<file path="config.mk">
export PLATFORM = sky130hd
export DESIGN_NAME = boot_loader_flat
export DESIGN_NICKNAME = d
export VERILOG_FILES = /design/src/rtl/boot_loader_pkg.sv /design/src/rtl/boot_loader_if.sv /design/src/rtl/boot_loader_byte_packer.sv /design/src/rtl/boot_loader.sv /design/src/flat_wrapper.sv
export SDC_FILE = /design/constraint.sdc
export NUM_CORES = 1
export LEC_CHECK = 0
export ABC_AREA = 1
export ABC_CLOCK_PERIOD_IN_PS = 1800
export CORE_UTILIZATION = 55
export DETAILED_ROUTE_END_ITERATION = 8
export HOLD_SLACK_MARGIN = 0.03
export PLACE_DENSITY = 0.87
export SYNTH_ARGS = -nofsm -noshare
export SYNTH_HDL_FRONTEND = slang
export SYNTH_SLANG_ARGS = --single-unit
export TNS_END_PERCENT = 20
</file>
<file path="constraint.sdc">
create_clock -name clk -period 1.8 [get_ports clk]
set_input_delay 0.18 -clock clk [delete_from_list [all_inputs] [get_ports clk]]
set_output_delay 0.18 -clock clk [all_outputs]
set_load 0.02 [all_outputs]
</file>
<file path="src/rtl/boot_loader_pkg.sv">
// boot_pkg: command codes and loader state encoding shared by the boot loader files.
package boot_pkg;
    localparam logic [7:0] CMD_IMEM = 8'h01;
    localparam logic [7:0] CMD_DMEM = 8'h02;
    localparam logic [7:0] CMD_RUN  = 8'hA5;
    typedef enum logic [1:0] {HDR, LOAD, CKSUM, RUN} boot_state_t;
endpackage

</file>
<file path="src/rtl/boot_loader_if.sv">
// boot_loader_if: byte stream input plus memory write, run and status outputs of the loader.
interface boot_loader_if #(parameter int AW = 6);
    logic          in_valid;
    logic [7:0]    in_data;
    logic          in_ready;
    logic          imem_we;
    logic          dmem_we;
    logic [AW-1:0] mem_addr;
    logic [31:0]   mem_wdata;
    logic          cpu_run;
    logic          busy;
    logic          err;
    modport slave (input in_valid, in_data,
                   output in_ready, imem_we, dmem_we, mem_addr, mem_wdata, cpu_run, busy, err);
    modport master (output in_valid, in_data,
                    input in_ready, imem_we, dmem_we, mem_addr, mem_wdata, cpu_run, busy, err);
endinterface

</file>
<file path="src/rtl/boot_loader_byte_packer.sv">
// byte_packer: big-endian byte-to-word shifter; done flags the 4th accepted byte of a word.
module byte_packer (
    input  logic        clk,
    input  logic        reset,
    input  logic        clr,
    input  logic        en,
    input  logic [7:0]  data,
    output logic [31:0] word,
    output logic        done
);
    logic [23:0] sh;
    logic [1:0]  n;
    assign word = {sh, data};
    assign done = en && n == 2'd3;
    always_ff @(posedge clk or negedge reset) begin
        if (!reset) begin
            sh <= '0;
            n  <= '0;
        end else if (clr) begin
            sh <= '0;
            n  <= '0;
        end else if (en) begin
            sh <= word[23:0];
            n  <= n + 2'd1;
        end
    end
endmodule

</file>
<file path="src/rtl/boot_loader.sv">
// boot_loader: stream-driven imem/dmem preload and CPU run release.
// Define BOOT_CHECKSUM_EN to require a trailing XOR checksum byte after each load.
module boot_loader import boot_pkg::*; #(
    parameter int AW    = 6,
    parameter int CNT_W = 12
) (
    input logic clk,
    input logic reset,
    boot_loader_if.slave bus
);
    boot_state_t      st;
    logic             tgt;
    logic [AW-1:0]    addr;
    logic [CNT_W-1:0] cnt;
    logic [31:0]      word;
    logic             done;
    logic             acc;
    assign acc = bus.in_valid && bus.in_ready;
`ifdef BOOT_CHECKSUM_EN
    logic [7:0] cks;
`endif
    byte_packer u_packer (
        .clk  (clk),
        .reset(reset),
        .clr  (st == RUN),
        .en   (acc && st != CKSUM),
        .data (bus.in_data),
        .word (word),
        .done (done)
    );
    always_ff @(posedge clk or negedge reset) begin
        if (!reset) begin
            st            <= HDR;
            tgt           <= 1'b0;
            addr          <= '0;
            cnt           <= '0;
            bus.in_ready  <= 1'b0;
            bus.imem_we   <= 1'b0;
            bus.dmem_we   <= 1'b0;
            bus.mem_addr  <= '0;
            bus.mem_wdata <= '0;
            bus.cpu_run   <= 1'b0;
            bus.busy      <= 1'b0;
            bus.err       <= 1'b0;
`ifdef BOOT_CHECKSUM_EN
            cks           <= '0;
`endif
        end else begin
            bus.imem_we  <= 1'b0;
            bus.dmem_we  <= 1'b0;
            bus.in_ready <= st != RUN;
            case (st)
                HDR: if (done) begin
                    if (word[31:24] == CMD_IMEM || word[31:24] == CMD_DMEM) begin
                        if (word[CNT_W-1:0] != '0) begin
                            st       <= LOAD;
                            tgt      <= word[31:24] == CMD_DMEM;
                            addr     <= word[12 +: AW];
                            cnt      <= word[CNT_W-1:0];
                            bus.busy <= 1'b1;
`ifdef BOOT_CHECKSUM_EN
                            cks      <= '0;
`endif
                        end
                    end else if (word[31:24] == CMD_RUN) begin
                        st           <= RUN;
                        bus.in_ready <= 1'b0;
                        bus.cpu_run  <= 1'b1;
                    end else begin
                        bus.err <= 1'b1;
                    end
                end
                LOAD: begin
`ifdef BOOT_CHECKSUM_EN
                    if (acc) cks <= cks ^ bus.in_data;
`endif
                    if (done) begin
                        bus.imem_we   <= !tgt;
                        bus.dmem_we   <= tgt;
                        bus.mem_addr  <= addr;
                        bus.mem_wdata <= word;
                        addr          <= addr + AW'(1);
                        cnt           <= cnt - CNT_W'(1);
                        if (cnt == CNT_W'(1)) begin
`ifdef BOOT_CHECKSUM_EN
                            st <= CKSUM;
`else
                            st       <= HDR;
                            bus.busy <= 1'b0;
`endif
                        end
                    end
                end
`ifdef BOOT_CHECKSUM_EN
                CKSUM: if (acc) begin
                    if (bus.in_data != cks) bus.err <= 1'b1;
                    st       <= HDR;
                    bus.busy <= 1'b0;
                end
`endif
                default: ;
            endcase
        end
    end
endmodule

</file>
<file path="src/flat_wrapper.sv">
// flat-port wrapper written by rule: the top's interface ports become plain ports
module boot_loader_flat import boot_pkg::*;
#(
    parameter int AW    = 6,
    parameter int CNT_W = 12
)
  (clk, reset, bus_in_valid, bus_in_data, bus_in_ready, bus_imem_we, bus_dmem_we, bus_mem_addr, bus_mem_wdata, bus_cpu_run, bus_busy, bus_err);
  boot_loader_if #(.AW(AW)) bus_i ();
  input logic clk;
  input logic reset;
  input wire logic [$bits(bus_i.in_valid)-1:0] bus_in_valid;
  input wire logic [$bits(bus_i.in_data)-1:0] bus_in_data;
  output wire logic [$bits(bus_i.in_ready)-1:0] bus_in_ready;
  output wire logic [$bits(bus_i.imem_we)-1:0] bus_imem_we;
  output wire logic [$bits(bus_i.dmem_we)-1:0] bus_dmem_we;
  output wire logic [$bits(bus_i.mem_addr)-1:0] bus_mem_addr;
  output wire logic [$bits(bus_i.mem_wdata)-1:0] bus_mem_wdata;
  output wire logic [$bits(bus_i.cpu_run)-1:0] bus_cpu_run;
  output wire logic [$bits(bus_i.busy)-1:0] bus_busy;
  output wire logic [$bits(bus_i.err)-1:0] bus_err;
  assign bus_i.in_valid = bus_in_valid;
  assign bus_i.in_data = bus_in_data;
  assign bus_in_ready = bus_i.in_ready;
  assign bus_imem_we = bus_i.imem_we;
  assign bus_dmem_we = bus_i.dmem_we;
  assign bus_mem_addr = bus_i.mem_addr;
  assign bus_mem_wdata = bus_i.mem_wdata;
  assign bus_cpu_run = bus_i.cpu_run;
  assign bus_busy = bus_i.busy;
  assign bus_err = bus_i.err;
  boot_loader #(.AW(AW), .CNT_W(CNT_W)) u_core (.clk(clk), .reset(reset), .bus(bus_i));
endmodule
</file>
==> impl_results.rst, run 1 <==
.. list-table::
   :header-rows: 1

   * - Metric
     - Value
   * - Die footprint
     - 7820 um^2
   * - Largest stage delay, worst path
     - 400 ps
   * - Number of endpoints failing setup at the final stage
     - 0
   * - Total nets after synthesis
     - 507
   * - Clock Latency Late Sink
     - 360 ps
   * - CP Buf/Inv Count
     - 1
   * - Sequential fraction of the synthesis area
     - 55.4%
   * - DRC violations left
     - 0
   * - Count of buffers from port buffering
     - 54
   * - Most frequent cells in the layout
     - nand2_1, dfrtp_1, clkdlybuf4s50_1
   * - Crit share post-route
     - 95.5%
   * - Number of buffers added by the clock tree synthesis step
     - 9
   * - Drt wl/cell
     - 15.3 um
   * - Slew at the pin closest to its max-slew limit
     - 327 ps
   * - Overall power after layout
     - 3.61 mW
   * - Core box area
     - 7250 um^2
   * - Final net count
     - 583
   * - TritonCTS clock tree
     - built
   * - Startpoint Class
     - flop
   * - Top delay family on crit path
     - simple AND/OR/NAND/NOR gates
   * - Yosys top cell by area
     - dfrtp_1
   * - Initial core utilization
     - 56.7%
   * - Number of synthesized flops with an enable pin
     - 0
   * - Post-synth design cell area
     - 4110 um^2
   * - Clock tree sinks
     - 91
   * - First-pass GRT wire length
     - 16400 um
   * - Vias per cell
     - 5.50
   * - Finished layout cell area
     - 5140 um^2
   * - Number of H-tree branching levels
     - 3
   * - Total overflow reported by the global router
     - 0
   * - Vertical extent of the die
     - 88.4 um
   * - Via count of the first global-routing pass
     - 3383
   * - Cell-by-cell listing of the critical path
     - nor2_1, nand2_1, nor2_1, nand2_1, nand2_1, nand2_2, nor2_8, inv_2, nand2_1, nand2_1
   * - Max capacitance violation total
     - 0
   * - Min-Delay Path Class
     - input port to asynchronous set/reset pin
   * - Top cells by area, synth
     - dfrtp_1, nand2_1, o21ai_0
   * - Worst vdd rail ir drop
     - 0.000435 V
   * - Final hold violation count
     - 0
   * - Clock-pin transition on the worst setup and hold timing paths
     - 110 ps
   * - Total vias in the final route
     - 3699
   * - Post-Place Cell Area
     - 4850 um^2
   * - Data required, critical path
     - 2050 ps
   * - Top flip-flop cell by instance count after synthesis
     - dfrtp_1
   * - Number of detailed-routing iterations run before antenna repair
     - 7
   * - Shortest period the worst path allows
     - 1720 ps
   * - Startpoint-to-endpoint class of the critical path
     - flop to flop
   * - Leak Pwr
     - 2.46 nW
   * - Data arrival time of the critical path
     - 1970 ps
   * - Number of cells in the design after placement
     - 649
   * - Clock Skews
     - 16.1 ps
   * - Number of max-slew violations in the final report
     - 0
   * - Async SR Flop Fraction
     - 100%
   * - Diode count
     - 0
   * - Io pins
     - 55
   * - Slowest stage cell on the critical path
     - dfrtp_1
   * - Number of placement rows
     - 31
   * - Post-cts resize count
     - 0
   * - Initial antenna violation count
     - 0
   * - Synthesis Warnings
     - 0
   * - ANT nets after route
     - 0
   * - Most common cell after layout, fill and taps aside
     - nand2_1
   * - Global-route usage over all layers
     - 27.8%
   * - Post-DP HPWL
     - 7030 um
   * - Crit-path max FO
     - 10
   * - Pwr Density
     - 702 nW/um^2
   * - Drt initial violations
     - 348
   * - Root buffer selected by CTS
     - clkbuf_8
   * - Maximum number of pins on one net before global-route repair
     - 49
   * - Number of flip-flops and latches in the synthesized netlist
     - 91
   * - Number of cells in the finished layout apart from fillers
     - 672
   * - Most frequent cell on the critical path
     - nand2_1
   * - Fraction of post-synthesis cell area in the top cell type by area
     - 55.4%
   * - Worst hold slack
     - 240 ps
   * - Detailed Route WL
     - 10300 um
   * - Achievable frequency
     - 582 MHz
   * - Post-synthesis cell count
     - 492
   * - Number of buffers between clock root and the deepest sink
     - 2
   * - Average instance area after synthesis
     - 8.35 um^2
   * - Unique cell type count in the Yosys netlist
     - 29
   * - Ratio of cells with drive above 1 in the final layout
     - 9.60%
   * - Crit end category
     - flop
   * - Result of the run
     - completed
   * - Area growth, synth to finish
     - 25.0%
   * - Relative max-transition margin
     - 78.1%
   * - Chip Width
     - 88.4 um
   * - Routability congestion estimate from global placement
     - 0.934
## flip-flops by register name, indices dropped and copies added, names as in the netlist
| signal | count |
|---|---|
| u_core.bus.busy | 1 |
| u_core.cnt | 12 |
| u_core.bus.mem_wdata | 32 |
| u_core.tgt | 1 |
| u_core.u_packer.n | 2 |
| u_core.bus.err | 1 |
| u_core.addr | 6 |
| u_core.bus.imem_we | 1 |
| u_core.st | 2 |
| u_core.bus.mem_addr | 6 |
| u_core.bus.cpu_run | 1 |
| u_core.bus.dmem_we | 1 |
| u_core.u_packer.sh | 24 |
| u_core.bus.in_ready | 1 |
## metal layers
metal / track usage, % / wire, um / vias up / share of wire [%]
li1: - / - / 1724 / -
met1: 36.2 / 4180 / 1786 / 41
met2: 47.8 / 5210 / 165 / 51
met3: 3.36 / 645 / 24 / 6.3
met4: 10.6 / 250 / 0 / 2.4
met5: 0 / 0 / - / 0
## path summary, 6_finish.rpt
kind	startpoint	to	slack, ps	cells past startpoint
worst min-delay path	reset	u_core.bus.mem_wdata[17]$_DFFE_PN0P_	240	2
worst max-delay path	u_core.u_packer.sh[22]$_DFFE_PN0P_	u_core.cnt[11]$_DFFE_PN0P_	80	10
worst max register to register	u_core.u_packer.sh[22]$_DFFE_PN0P_	u_core.cnt[11]$_DFFE_PN0P_	80	10
worst min register to register	u_core.tgt$_DFFE_PN0P_	u_core.bus.imem_we$_DFF_PN0_	450	1
min in group clk	u_core.tgt$_DFFE_PN0P_	u_core.bus.imem_we$_DFF_PN0_	450	1
max in group asynchronous	reset	u_core.bus.mem_addr[0]$_DFFE_PN0P_	1000	3
## cell usage after synthesis (2+ instances only)
master	n
nand2_1	165
dfrtp_1	91
inv_1	49
o21ai_0	45
nor2_1	41
nand3_1	22
o22ai_1	19
o21ai_1	10
buf_2	6
a21oi_1	5
buf_6	4
clkbuf_1	4
ha_1	4
inv_2	4
nand4_1	4
clkbuf_2	2
nor2_8	2
nor3_1	2
o21ai_2	2
xnor2_1	2
## layout make-up
type                    count  area [um^2]
flip-flops and latches     91         2280
fillers                   559         2120
multi-input cells         333         1550
repair buffers             80          786
inverters                  53          199
clock buffers               9          124
well taps                  99          124
clock inverters             7         82.6
## logic make-up (layout without fill, tap and decap cells)
kind of cell,Yosys count,after routing,synth area share [%]
DFF,91,91,55.4
and+or+nand+nor,241,242,24.3
xor gates and xnor gates,3,3,0.639
buffers and inverters,69,149,7.28
adders and majority gates,4,4,1.22
AOI/OAI and AO/OA,84,84,11.1
## through the flow
step | util (%) | TNS (ps) | setup slack, ps
floorplan | - | 0 | 301
global placement | 66.8 | 0 | 19.9
detailed placement | 66.8 | -485 | -68.9
CTS | 70.0 | 0 | 8.49
global route | 70.8 | -19.2 | -19.2
finish | 70.8 | 0 | 80.5
## power breakdown
| part | switching [mW] | internal (mW) | leakage (nW) |
|---|---|---|---|
| Sequential | 0 | 2.04 | 1.21 |
| Clock | 0.788 | 0.667 | 0.0988 |
| Combinational | 0.0686 | 0.0429 | 1.15 |
| Total | 0.856 | 2.75 | 2.46 |
## timing repair
item / 4_1_cts / 5_1_grt
hold buffers: 1 / 0
setup endpoints to repair: 10 / 17
pin swaps: 1 / 2
setup buffers: 0 / 5
gates cloned: 1 / 0
hold endpoints to repair: 50 / 0
Note: power is estimated with default switching activity, not from simulation.
==> run 2: changes to the inputs <==
Settings changed: ABC_CLOCK_PERIOD_IN_PS 1800 to 1900, CELL_PAD_IN_SITES_DETAIL_PLACEMENT set to 0, CELL_PAD_IN_SITES_GLOBAL_PLACEMENT set to 2, CORE_UTILIZATION 55 to 33.
Clock period 1.8 ns to 1.9 ns, I/O delays scaled along.
==> impl_results.rst, run 2 (synthesized netlist as in run 1, its figures left out) <==
.. list-table::
   :header-rows: 1

   * - Metric
     - Value
   * - Worst vdd rail ir drop
     - 0.000451 V (+3.8%)
   * - Area growth, synth to finish
     - 28.3%
   * - Crit end category
     - flop
   * - Most common cell after layout, fill and taps aside
     - nand2_1
   * - Number of endpoints failing setup at the final stage
     - 0 (unchanged)
   * - Most congested layer reported by global routing
     - met2
   * - Leak Pwr
     - 2.48 nW (+0.91%)
   * - First-pass GRT wire length
     - 17000 um (+4.2%)
   * - Final net count
     - 575 (-1.4%)
   * - Startpoint Class
     - flop
   * - Startpoint-to-endpoint class of the critical path
     - flop to flop
   * - Count of buffers from port buffering
     - 54 (unchanged)
   * - Reg-to-reg setup timing slack
     - 190 ps (+110 ps)
   * - Total overflow reported by the global router
     - 0 (unchanged)
   * - Clock-pin transition on the worst setup and hold timing paths
     - 70 ps (-40 ps)
   * - Pwr Density
     - 739 nW/um^2 (+5.2%)
   * - Met1 layer usage reported by global route
     - 23.2% (-13 points)
   * - Global-route usage over all layers
     - 17.4% (-10 points)
   * - Detailed Route WL
     - 10500 um (+1.7%)
   * - Io pins
     - 55 (unchanged)
   * - Unrepaired setup endpoints after global routing
     - no
   * - Chip Width
     - 114 um (+28%)
   * - Clock Skews
     - 8.78 ps (-7.28 ps)
   * - Post-cts resize count
     - 0 (unchanged)
   * - TritonCTS clock tree
     - built
   * - Clock Latency Late Sink
     - 350 ps (about the same)
   * - Vertical extent of the die
     - 114 um (+28%)
   * - Shortest period the worst path allows
     - 1710 ps (-14.0 ps)
   * - Largest regs
     - u_core.bus.mem_wdata: 32 flops, u_core.u_packer.sh: 24 flops, u_core.cnt: 12 flops
   * - Destination of the worst register-to-register timing path
     - u_core.bus.mem_wdata[2]$_DFFE_PN0P_
   * - Fillers
     - 1235 (+120%)
   * - Met2 routing resource usage after global routing
     - 28.6% (-19 points)
   * - Maximum number of pins on one net before global-route repair
     - 61 (+24%)
   * - Flip-flop count of the largest register, all copies and words added
     - 32 (unchanged)
   * - Ratio of cells with drive above 1 in the final layout
     - 8.32% (-1.3 points)
   * - Register containing the most flip-flops in the final layout
     - u_core.bus.mem_wdata
   * - Clock tree sinks
     - 91 (unchanged)
   * - Number of detailed-routing iterations run before antenna repair
     - 4 (-3)
   * - Number of placement rows
     - 40 (+29%)
   * - Crit-path max FO
     - 60 (+50)
   * - DRC violations left
     - 0 (unchanged)
   * - Slew at the pin closest to its max-slew limit
     - 634 ps (+307 ps)
   * - Core box area
     - 12100 um^2 (+66%)
   * - Met3 demand-to-capacity share in global routing
     - 2.60% (-0.75 points)
   * - Number of buffers added by the clock tree synthesis step
     - 9 (unchanged)
   * - Initial core utilization
     - 34.1% (-23 points)
   * - Post-Route Setup TNS
     - 0 ps (unchanged)
   * - Number of buffers between clock root and the deepest sink
     - 2 (unchanged)
   * - Root buffer selected by CTS
     - clkbuf_16
   * - Final hold violation count
     - 0 (unchanged)
   * - Depth of the most critical reg-to-reg path
     - 8 (-2)
   * - Relative max-transition margin
     - 57.7% (-20 points)
   * - Drt wl/cell
     - 14.3 um (-6.8%)
   * - Most frequent cells in the layout
     - nand2_1, dfrtp_1, clkdlybuf4s50_1
   * - Routability congestion estimate from global placement
     - 0.776 (-17%)
   * - Post-DP HPWL
     - 7520 um (+6.9%)
   * - ANT nets after route
     - 0 (unchanged)
   * - Vias per cell
     - 4.64 (-16%)
   * - Critical R2R Launch
     - u_core.u_packer.n[0]$_DFFE_PN0P_
   * - Die footprint
     - 12900 um^2 (+65%)
   * - Total vias in the final route
     - 3403 (-8.0%)
   * - Drt initial violations
     - 222 (-36%)
   * - Data arrival time of the critical path
     - 1920 ps (-50 ps)
   * - Achievable frequency
     - 586 MHz (+0.82%)
   * - Via count of the first global-routing pass
     - 3283 (-3.0%)
   * - Diode count
     - 0 (unchanged)
   * - Worst hold slack
     - 414 ps (+174 ps)
   * - Initial antenna violation count
     - 0 (unchanged)
   * - Number of H-tree branching levels
     - 3 (unchanged)
   * - Max capacitance violation total
     - 0 (unchanged)
   * - Crit share post-route
     - 89.8% (-5.8 points)
   * - Result of the run
     - completed
   * - Number of max-slew violations in the final report
     - 0 (unchanged)
   * - Data required, critical path
     - 2110 ps (+60 ps)
   * - Min-Delay Path Class
     - input port to asynchronous set/reset pin
run 2: cell types whose count changed in the layout (fill, tap and decap cells not counted), moves of 2 or more:
cell	delta
buf_4	-8
clkbuf_16	+9
clkbuf_8	-8
clkinvlp_4	-2
run 2: layer usage:
metal	part of all wire, %	vias up
met5	0	-
met4	1.8	0
met3	2.3	14
met2	48	55
met1	48	1620
li1	-	1714
run 2: worst max path at each step:
stage / from / endpoint / slack, ps / cells past startpoint
after global placement: bus_in_data[7] / u_core.cnt[9]$_DFFE_PN0P_ / 140 / 10
after global routing: u_core.u_packer.n[0]$_DFFE_PN0P_ / u_core.bus.mem_wdata[2]$_DFFE_PN0P_ / 10 / 8
after CTS: u_core.u_packer.sh[20]$_DFFE_PN0P_ / u_core.cnt[10]$_DFFE_PN0P_ / 100 / 10
after detailed placement: bus_in_valid / u_core.bus.mem_wdata[2]$_DFFE_PN0P_ / 110 / 8
after floorplan: u_core.u_packer.n[0]$_DFFE_PN0P_ / u_core.bus.mem_addr[2]$_DFFE_PN0P_ / 400 / 10
final: u_core.u_packer.n[0]$_DFFE_PN0P_ / u_core.bus.mem_wdata[2]$_DFFE_PN0P_ / 190 / 8
run 2: stage by stage:
stage          utilization (%)  area (um^2)  setup WS (ps)  total power [mW]  std cells
2_1_floorplan                -         4110            401              1.99        492
3_3_place_gp              40.9         4930            142              2.08        714
3_5_place_dp              40.9         4930            110              2.08        714
4_1_cts                   43.5         5250           96.2              3.94        731
5_1_grt                   43.7         5280           10.5              4.03        733
6_report                  43.7         5280            195              3.90        733
run 2: power breakdown:
part | switching [mW] | internal [mW]
Combinational | 0.0664 | 0.0383
Sequential | 0 | 1.94
Clock | 0.787 | 1.07
run 2: layout make-up:
cell class	count	area, um^2	share of cell area, %
Clock buffer	10	239	4.53
Clock inverter	6	70.1	1.33
Inverter	53	199	3.77
Multi-Input combinational cell	332	1530	29.1
Sequential cell	91	2280	43.2
Tap cell	168	210	3.98
Timing Repair Buffer	73	746	14.1
run 2: what timing repair did:
action / in CTS / in global routing
setup buffers: 0 / 2
endpoints found under the hold margin: 40 / 0
hold buffers: 1 / 0
setup endpoints to repair: 0 / 11
run 2: worst max-delay path, cell delays in order, from the launching register on:
cell and delay (ps):
dfrtp_1 400, ha_1 250, inv_1 60, nor2_1 50, inv_1 150, nor2_8 40
inv_2 200, buf_12 260, o21ai_0 130
==> run 3: changes to the inputs <==
Settings changed: MAX_ROUTING_LAYER set to met4.
==> impl_results.rst, run 3 (synthesized netlist as in run 1, its figures left out) <==
.. list-table::
   :header-rows: 1

   * - Metric
     - Value
   * - Number of buffers added by the clock tree synthesis step
     - 9 (unchanged)
   * - Most frequent cell on the critical path
     - inv_1
   * - Via count of the first global-routing pass
     - 3286 (+0.091%)
   * - Vias per cell
     - 4.64 (about the same)
   * - Maximum number of pins on one net before global-route repair
     - 61 (unchanged)
   * - ANT nets after route
     - 0 (unchanged)
   * - Post-Place Cell Area
     - 4930 um^2 (unchanged)
   * - Met2 routing resource usage after global routing
     - 28.6% (unchanged)
   * - Drt wl/cell
     - 14.2 um (-0.36%)
   * - Total overflow reported by the global router
     - 0 (unchanged)
   * - Most congested layer reported by global routing
     - met2
   * - Shortest period the worst path allows
     - 1710 ps (+0.374 ps)
   * - Final hold violation count
     - 0 (unchanged)
   * - DRC violations left
     - 0 (unchanged)
   * - Number of detailed-routing iterations run before antenna repair
     - 5 (+1)
   * - Final net count
     - 575 (unchanged)
   * - Finished layout cell area
     - 5280 um^2 (unchanged)
   * - Achievable frequency
     - 586 MHz (about the same)
   * - Overall power after layout
     - 3.89 mW (about the same)
   * - Worst hold slack
     - 414 ps (-0.543 ps)
   * - Startpoint-to-endpoint class of the critical path
     - flop to flop
   * - Crit-path max FO
     - 60 (unchanged)
   * - Post-cts resize count
     - 0 (unchanged)
   * - Die footprint
     - 12900 um^2 (unchanged)
   * - Top delay family on crit path
     - buffers and inverters
   * - Register containing the most flip-flops in the final layout
     - u_core.bus.mem_wdata
   * - Data required, critical path
     - 2110 ps (about the same)
   * - Clock Skews
     - 8.03 ps (-0.754 ps)
   * - Initial core utilization
     - 34.1% (unchanged)
   * - Clock Latency Late Sink
     - 340 ps (about the same)
   * - Relative max-transition margin
     - 57.6% (-0.087 points)
   * - Slowest stage cell on the critical path
     - dfrtp_1
   * - Most frequent cells in the layout
     - nand2_1, dfrtp_1, clkdlybuf4s50_1
   * - Number of max-slew violations in the final report
     - 0 (unchanged)
   * - Ratio of cells with drive above 1 in the final layout
     - 8.32% (unchanged)
   * - Global-route usage over all layers
     - 17.9% (+0.53 points)
   * - Met1 layer usage reported by global route
     - 23.2% (unchanged)
   * - Post-DP HPWL
     - 7520 um (unchanged)
   * - Core box area
     - 12100 um^2 (unchanged)
   * - Vertical extent of the die
     - 114 um (unchanged)
   * - TritonCTS clock tree
     - built
   * - First-pass GRT wire length
     - 17000 um (-0.12%)
   * - Drt initial violations
     - 233 (+5.0%)
   * - Clock-pin transition on the worst setup and hold timing paths
     - 70 ps (about the same)
   * - Post-layout utilization of the core
     - 43.7% (unchanged)
   * - Largest regs
     - u_core.bus.mem_wdata: 32 flops, u_core.u_packer.sh: 24 flops, u_core.cnt: 12 flops
   * - Unrepaired setup endpoints after global routing
     - no
   * - Max capacitance violation total
     - 0 (unchanged)
   * - Min-Delay Path Class
     - input port to asynchronous set/reset pin
   * - Number of H-tree branching levels
     - 3 (unchanged)
   * - Io pins
     - 55 (unchanged)
   * - Pwr Density
     - 738 nW/um^2 (about the same)
   * - CP Buf/Inv Count
     - 4 (unchanged)
   * - Initial antenna violation count
     - 0 (unchanged)
   * - Detailed Route WL
     - 10400 um (-0.36%)
   * - Worst vdd rail ir drop
     - 0.000451 V (about the same)
   * - Number of endpoints failing setup at the final stage
     - 0 (unchanged)
   * - Flip-flop count of the largest register, all copies and words added
     - 32 (unchanged)
   * - Crit end category
     - flop
   * - Number of buffers between clock root and the deepest sink
     - 2 (unchanged)
   * - Diode count
     - 0 (unchanged)
   * - Cell-by-cell listing of the critical path
     - ha_1, inv_1, nor2_1, inv_1, nor2_8, inv_2, buf_12, o21ai_0
   * - Routability congestion estimate from global placement
     - 0.787 (+1.4%)
   * - Post-Route Setup TNS
     - 0 ps (unchanged)
   * - Worst setup timing slack at the placement stage
     - 110 ps (unchanged)
   * - Area growth, synth to finish
     - 28.3% (unchanged)
   * - Crit share post-route
     - 89.8% (about the same)
   * - Data arrival time of the critical path
     - 1910 ps (about the same)
   * - Count of buffers from port buffering
     - 54 (unchanged)
   * - Largest stage delay, worst path
     - 400 ps (about the same)
   * - Result of the run
     - completed
   * - Total vias in the final route
     - 3401 (-0.059%)
   * - Root buffer selected by CTS
     - clkbuf_16
   * - Slew at the pin closest to its max-slew limit
     - 636 ps (+1.30 ps)
   * - Number of cells in the finished layout apart from fillers
     - 733 (unchanged)
   * - Leak Pwr
     - 2.48 nW (unchanged)
   * - Clock tree sinks
     - 91 (unchanged)
   * - Number of placement rows
     - 40 (unchanged)
   * - Met3 demand-to-capacity share in global routing
     - 2.60% (unchanged)
   * - Number of cells in the design after placement
     - 714 (unchanged)
   * - Most common cell after layout, fill and taps aside
     - nand2_1
   * - Startpoint Class
     - flop
   * - Post-layout worst setup margin
     - 194 ps (-0.374 ps)
   * - Chip Width
     - 114 um (unchanged)
## run 3: cell counts in the layout (fill, tap and decap cells not counted)
No cell type changed its count.
## run 3: worst register-to-register path, delay by kind of cell, from the launching register on
family	cells	cell delay, ps
AO/OA/AOI/OAI	1	170
AND/OR/NAND/NOR	2	90
buffers and inverters	4	660
flip-flops	1	400
adder cells (fa/ha/maj)	1	250
## run 3: path summary, 6_finish.rpt
path / startpoint / to / slack [ps] / cells past startpoint
setup / recovery: u_core.u_packer.n[0]$_DFFE_PN0P_ / u_core.bus.mem_wdata[2]$_DFFE_PN0P_ / 190 / 8
hold / removal: reset / u_core.bus.mem_wdata[20]$_DFFE_PN0P_ / 410 / 2
setup reg to reg: u_core.u_packer.n[0]$_DFFE_PN0P_ / u_core.bus.mem_wdata[2]$_DFFE_PN0P_ / 190 / 8
hold reg to reg: u_core.tgt$_DFFE_PN0P_ / u_core.bus.imem_we$_DFF_PN0_ / 460 / 1
max in group asynchronous: reset / u_core.bus.err$_DFFE_PN0P_ / 840 / 3
min in group clk: u_core.tgt$_DFFE_PN0P_ / u_core.bus.imem_we$_DFF_PN0_ / 460 / 1
## run 3: report_power, final
group | internal [mW] | leakage, nW | switching, mW
clock network | 1.07 | 0.154 | 0.783
registers | 1.94 | 1.21 | 0
logic | 0.0383 | 1.12 | 0.0663
total | 3.04 | 2.48 | 0.850
## run 3: cell type report
type / instances / area (um^2)
clock buffer: 10 / 239
clock inverter: 6 / 70.1
fill: 1235 / 6790
inverter: 53 / 199
multi-input combinational: 332 / 1530
sequential: 91 / 2280
tap: 168 / 210
timing repair buffer: 73 / 746
## run 3: per-layer routing
metal,up-vias,share of wire (%)
li1,1712,-
met2,70,49
met3,12,3.6
met4,0,1.5
met5,-,0
met1,1607,46
## run 3: timing repair
item | in CTS | in global routing
hold endpoints to repair | 40 | 0
hold buffers | 1 | 0
setup buffers | 0 | 2
setup endpoints to repair | 0 | 11
